## config.mk

```make
export PLATFORM = sky130hd
export DESIGN_NAME = sevseg_fx_sequencer
export DESIGN_NICKNAME = d
export VERILOG_FILES = /design/src/rtl/sevseg_fx_sequencer_pkg.sv /design/src/rtl/fx_prescaler.sv /design/src/rtl/sevseg_fx_sequencer.sv
export SDC_FILE = /design/constraint.sdc
export NUM_CORES = 1
export LEC_CHECK = 0
export CAP_MARGIN = 20
export CORE_ASPECT_RATIO = 1.4
export CORE_MARGIN = 10
export CORE_UTILIZATION = 45
export DETAILED_ROUTE_END_ITERATION = 8
export GPL_TIMING_DRIVEN = 0
export PLACE_DENSITY = 0.8
export SYNTH_ARGS = -nofsm -noshare
export SYNTH_HDL_FRONTEND = slang
export SYNTH_SLANG_ARGS = --single-unit
```

## constraint.sdc

```tcl
create_clock -name i_clk -period 2.3 [get_ports i_clk]
set_clock_uncertainty 0.2 [all_clocks]
set_input_delay 0.46 -clock i_clk [delete_from_list [all_inputs] [get_ports i_clk]]
set_output_delay 0.46 -clock i_clk [all_outputs]
set_load 0.01 [all_outputs]
```

## src/rtl/sevseg_fx_sequencer_pkg.sv

```systemverilog
// Shared types and constants for the seven-segment effect sequencer.
package sevseg_fx_sequencer_pkg;

  typedef enum logic [1:0] {
    ST_IDLE  = 2'd0,
    ST_RUN   = 2'd1,
    ST_PAUSE = 2'd2
  } state_t;

  localparam int IDX_W   = 3;
  localparam int SPEED_W = 4;

  localparam logic [IDX_W-1:0] IDX_MAX = 3'd7;

endpackage

```

## src/rtl/fx_prescaler.sv

```systemverilog
// Step-period prescaler: counts 0..limit while enabled and ticks on the terminal count.
module fx_prescaler
  import sevseg_fx_sequencer_pkg::*;
#(
  parameter int DIV_BASE = 4
) (
  input  logic               clk,
  input  logic               rst,
  input  logic               enable,
  input  logic               clear,
  input  logic               load_limit,
  input  logic [SPEED_W-1:0] speed,
  output logic               tick
);

  localparam int CNT_W = $clog2((2 ** SPEED_W) * DIV_BASE);

  logic [CNT_W-1:0] div_cnt_q;
  logic [CNT_W-1:0] limit_q;

  function automatic logic [CNT_W-1:0] calc_limit(input logic [SPEED_W-1:0] s);
    int unsigned p;
    p = (32'(s) + 32'd1) * 32'(DIV_BASE) - 32'd1;
    return p[CNT_W-1:0];
  endfunction

  assign tick = enable && (div_cnt_q == limit_q);

  always_ff @(posedge clk or posedge rst) begin
    if (rst) begin
      div_cnt_q <= '0;
      limit_q   <= CNT_W'(DIV_BASE - 1);
    end else begin
      if (clear) begin
        div_cnt_q <= '0;
      end else if (enable) begin
        div_cnt_q <= tick ? '0 : div_cnt_q + CNT_W'(1);
      end
      // The period in force is only refreshed at run entry or at a tick.
      if (load_limit) begin
        limit_q <= calc_limit(speed);
      end
    end
  end

endmodule

```

## src/rtl/sevseg_fx_sequencer.sv

```systemverilog
// Seven-segment pattern sequencer: IDLE/RUN/PAUSE control, stepping and index wrap.
// Define SEVSEG_FX_BOUNCE_EN for ping-pong index motion instead of 7<->0 wrapping.
module sevseg_fx_sequencer
  import sevseg_fx_sequencer_pkg::*;
#(
  parameter int DIV_BASE = 4
) (
  input  logic               i_clk,
  input  logic               i_rst,
  input  logic               i_start,
  input  logic               i_stop,
  input  logic               i_pause,
  input  logic               i_step,
  input  logic               i_dir,
  input  logic [SPEED_W-1:0] i_speed,
  output logic [IDX_W-1:0]   o_count,
  output logic [1:0]         o_state,
  output logic               o_busy,
  output logic               o_wrap,
  output logic               o_step_ack
);

  state_t           state_q, state_d;
  logic [IDX_W-1:0] count_q;
  logic             busy_q;
  logic             wrap_q;
  logic             ack_q, ack_d;
  logic             adv;
  logic             run_entry;
  logic             run_tick;
  logic             tick;
  logic             pre_en;
  logic             pre_clr;
  logic             pre_load;
  logic [IDX_W-1:0] adv_count;
  logic             adv_wrap;

  assign pre_en   = (state_q == ST_RUN);
  assign pre_clr  = i_stop | run_entry;
  assign pre_load = run_entry | run_tick;

  fx_prescaler #(
    .DIV_BASE (DIV_BASE)
  ) u_prescaler (
    .clk        (i_clk),
    .rst        (i_rst),
    .enable     (pre_en),
    .clear      (pre_clr),
    .load_limit (pre_load),
    .speed      (i_speed),
    .tick       (tick)
  );

  // Command priority: stop > start > pause > step.
  always_comb begin
    state_d   = state_q;
    adv       = 1'b0;
    ack_d     = 1'b0;
    run_entry = 1'b0;
    run_tick  = 1'b0;
    if (i_stop) begin
      state_d = ST_IDLE;
    end else begin
      case (state_q)
        ST_IDLE: begin
          if (i_start) begin
            state_d   = ST_RUN;
            run_entry = 1'b1;
          end else if (!i_pause && i_step) begin
            adv   = 1'b1;
            ack_d = 1'b1;
          end
        end
        ST_RUN: begin
          if (tick) begin
            adv      = 1'b1;
            run_tick = 1'b1;
          end
          if (!i_start && i_pause) begin
            state_d = ST_PAUSE;
          end
        end
        ST_PAUSE: begin
          if (i_start) begin
            state_d = ST_RUN;
          end else if (!i_pause && i_step) begin
            adv   = 1'b1;
            ack_d = 1'b1;
          end
        end
        default: state_d = ST_IDLE;
      endcase
    end
  end

`ifdef SEVSEG_FX_BOUNCE_EN
  logic dir_q, dir_d;
  logic eff_rev;

  // At either end the motion is forced back inward, so 7<->0 can never happen.
  always_comb begin
    eff_rev   = (count_q == IDX_MAX) || (dir_q && (count_q != '0));
    adv_count = eff_rev ? count_q - IDX_W'(1) : count_q + IDX_W'(1);
    adv_wrap  = (adv_count == IDX_MAX) || (adv_count == '0);
    dir_d     = dir_q;
    if (run_entry) begin
      dir_d = i_dir;
    end else if (adv) begin
      if (adv_count == IDX_MAX) begin
        dir_d = 1'b1;
      end else if (adv_count == '0) begin
        dir_d = 1'b0;
      end else begin
        dir_d = eff_rev;
      end
    end
  end

  always_ff @(posedge i_clk or posedge i_rst) begin
    if (i_rst) begin
      dir_q <= 1'b0;
    end else begin
      dir_q <= dir_d;
    end
  end
`else
  always_comb begin
    adv_count = i_dir ? count_q - IDX_W'(1) : count_q + IDX_W'(1);
    adv_wrap  = i_dir ? (count_q == '0) : (count_q == IDX_MAX);
  end
`endif

  always_ff @(posedge i_clk or posedge i_rst) begin
    if (i_rst) begin
      state_q <= ST_IDLE;
      count_q <= '0;
      busy_q  <= 1'b0;
      wrap_q  <= 1'b0;
      ack_q   <= 1'b0;
    end else begin
      state_q <= state_d;
      busy_q  <= (state_d == ST_RUN);
      wrap_q  <= adv & adv_wrap;
      ack_q   <= ack_d;
      if (i_stop) begin
        count_q <= '0;
      end else if (adv) begin
        count_q <= adv_count;
      end
    end
  end

  assign o_count    = count_q;
  assign o_state    = state_q;
  assign o_busy     = busy_q;
  assign o_wrap     = wrap_q;
  assign o_step_ack = ack_q;

endmodule

```

==> metrics.md <==
| Metric | Value |
|---|---|
| Slew Limit Fails | `0` |
| Vias in the first global route | `slightly above 900` |
| Syn Std Cell Area | `roughly 0.0011 mm2` |
| Die Ht | `79.0 um` |
| Vias/cell | `~5.5` |
| CP endpoint kind | `register` |
| Area of the multi-input gates | `about 640 um2` |
| Outcome | `finished, final reports clean` |
| R2R setup slack | `about 0.36 ns` |
| Critical path cell sequence | `clkdlybuf4s50_1 -> ha_1 -> or3_1 -> o2111ai_1 -> o211ai_1 -> mux2_4` |
| Slew HR | `about 52%` |
| Core area | `~0.0024 mm2` |
| Commonest non-fill, non-tap cell in the layout | `dfrtp_1` |
| Max stage delay on crit path | `roughly 0.5 ns` |
| Post-Syn Nets | `~120` |
| Fmax | `around 460 MHz` |
| Fill cells | `approximately 210` |
| RSZ-0062 raised after global routing | `false` |
| PD cells | `~530 mW/mm2` |
| Startpoint types | `input port` |
| Hold_buf cts | `0` |
| WP data required | `around 2.3 ns` |
| Syn Area/Cell | `~10 um2` |
| Hold Fails Final Rpt | `0` |
| Ant. Diodes | `0` |
| TritonCTS Sinks | `18` |
| Overall Global Routing Usage | `under 10%` |
| Delay-heaviest family, CP | `buffers and inverters` |
| HPWL after DPL | `1920 um` |
| Final nets | `around 140` |
| Lkg Pwr | `0.556 nW` |
| Top Ports | `19` |
| Post-CTS Setup Inserts | `0` |
| Number of buffers added on ports | `17` |
| Buf/Inv on CP | `1` |
| Die area | `0.00491 mm2` |
| Slew @ Worst Pin | `around 0.71 ns` |
| H-tree depth | `1` |
| Largest net degree at the start of global routing | `19` |
| Setup TNS | `0 ns` |
| Max_cap viols | `0` |
| Drt total wl | `around 2400 um` |
| Die width | `roughly 62 um` |
| Pwr Total | `728 uW` |
| GPL Wtd Cong | `0.810` |
| Critical Path AT | `2.16 ns` |
| CTS Buf Count | `3` |
| Leading register cell type out of synthesis | `dfrtp_1` |
| Register bit total from synthesis | `18` |
| ANT nets after route | `0` |
| Hold crit path type | `in2reg` |
| Number of synthesized flops with an enable pin | `0` |
| First-pass GRT wire length | `between 4000 and 5000 um` |
| Post-CTS Resized | `0` |
| Layout cells sized above 1 | `~15%` |
| Clock Path Buffers | `2` |
| Post-synth ARST share | `100%` |
| Post-synthesis sequential area ratio | `between 40 and 50%` |
| Count of cell types in the netlist | `39` |
| DRC errors left | `0` |
| Via Count | `890` |
| Fin crit share | `94.2%` |
| Max IR drop VDD | `about 0.00035 V` |
| Final setup viols | `0` |
| Clock Latency Late Sink | `0.30 ns` |
| Critical path class | `in2reg` |
| Root Driver | `clkbuf_4` |
| Initial antenna violation count | `0` |
| Cells after Synth | `approximately 110` |
| Routed wire per std cell | `about 15 um` |
| Initial Util | `46.8%` |
| DR pass1 iterations | `4` |
| Global route overflow | `0` |
| Critical path peak fanout | `5` |
| Synth Warn # | `0` |
| Tmin final | `2.17 ns` |
| Storage element area | `roughly 450 um2` |
| CTS tree | `built` |
| Worst path slowest cell | `clkdlybuf4s50_1` |
| Layout area overhead | `22.2%` |
| Most frequent cells in the layout | `dfrtp_1 (18), clkdlybuf4s50_1 (17), nor2_1 (9), nand2_1 (7), nor2b_1 (6)` |
| Clock slew at reported path FFs | `between 0.1 and 0.15 ns` |
| # rows | `21` |
| Initial DRC count | `9` |
[cells by family after synthesis]
kind of cell               Yosys count  synth area share (%)
buffers and inverters                5                  2.35
DFF                                 18                  40.2
muxes                                6                  7.26
AOI/OAI and AO/OA                   24                  16.2
adders and majority gates            3                  4.02
xor gates and xnor gates             9                  7.04
and+or+nand+nor                     42                  22.9
[path summary, 6_finish.rpt]
| check | startpoint | depth (start not counted) | end |
|---|---|---|---|
| max in group asynchronous | i_rst | 2 | u_prescaler.limit_q[5] |
| setup / recovery | i_speed[0] | 6 | u_prescaler.limit_q[5] |
| min in group asynchronous | i_rst | 2 | u_prescaler.div_cnt_q[1] |
| hold / removal | i_stop | 4 | u_prescaler.div_cnt_q[5] |
| hold reg to reg | u_prescaler.div_cnt_q[1] | 2 | u_prescaler.div_cnt_q[1] |
| setup reg to reg | u_prescaler.div_cnt_q[3] | 4 | u_prescaler.limit_q[2] |
[power breakdown]
group | leakage (nW) | switching, mW | internal (mW)
clock network | 0.0210 | 0.100 | 0.0966
registers | 0.238 | 0.0219 | 0.341
logic | 0.297 | 0.0787 | 0.0907
total | 0.556 | 0.201 | 0.528
[Yosys cell counts, types with 2 or more instances]
cell type	instances	area (um2)
o2111ai_1	3	26.3
buf_4	2	15.0
dfrtp_1	18	450
o21a_1	3	22.5
mux2_4	4	60.1
xor2_1	5	43.8
inv_1	2	7.51
nor2b_1	6	37.5
o21ai_0	5	25.0
nand3_1	2	10.0
nor3_1	3	15.0
nand2b_1	5	31.3
a211oi_1	2	15.0
nor2_1	9	33.8
a21oi_1	3	15.0
nand2_1	7	26.3
ha_1	2	25.0
a31oi_1	2	12.5
xnor2_1	4	35.0
[final cells by class]
cell class                      instances  share of cell area, %
Sequential cell                        18                   32.9
Clock buffer                            4                   2.65
Inverter                                2                  0.548
Tap cell                               34                   3.11
Buffer                                  3                   1.37
Multi-Input combinational cell         84                   47.0
Timing Repair Buffer                   17                   12.4
[stage by stage]
| stage | utilization, % | hold WS (ns) | instances | instance area, um2 | setup slack, ns |
|---|---|---|---|---|---|
| global placement | 55.7 | 0.318 | 158 | 1330 | -0.151 |
| finish | 57.2 | 0.330 | 162 | 1370 | 0.133 |
| floorplan | - | 0.199 | 107 | 1120 | 0.395 |
| CTS | 57.2 | 0.331 | 162 | 1370 | 0.130 |
| global route | 57.2 | 0.345 | 162 | 1370 | 0.0804 |
| detailed placement | 55.7 | 0.328 | 158 | 1330 | -0.186 |
[registers in the layout, indices dropped and copies added, names as in the netlist]
signal,count
u_prescaler.div_cnt_q,6
o_busy,1
o_wrap,1
o_count,3
u_prescaler.limit_q,4
o_state,2
o_step_ack,1
[metal layers]
layer / GRT usage [%] / up-vias / part of all wire [%]
met5: 0 / - / 0
met1: 9.50 / 438 / 39
met2: 19.2 / 18 / 55
met4: 5.50 / 0 / 2.1
li1: - / 430 / -
met3: 2.11 / 4 / 3.7
[worst reg2reg max path: cells and delay by family (launching register included)]
family / cells / cell delay, ns
muxes: 1 / 0.34
AOI/OAI and AO/OA: 1 / 0.38
and+or+nand+nor: 1 / 0.15
DFF: 1 / 0.45
xor gates and xnor gates: 1 / 0.30
Power figures use the tool's default switching activity.
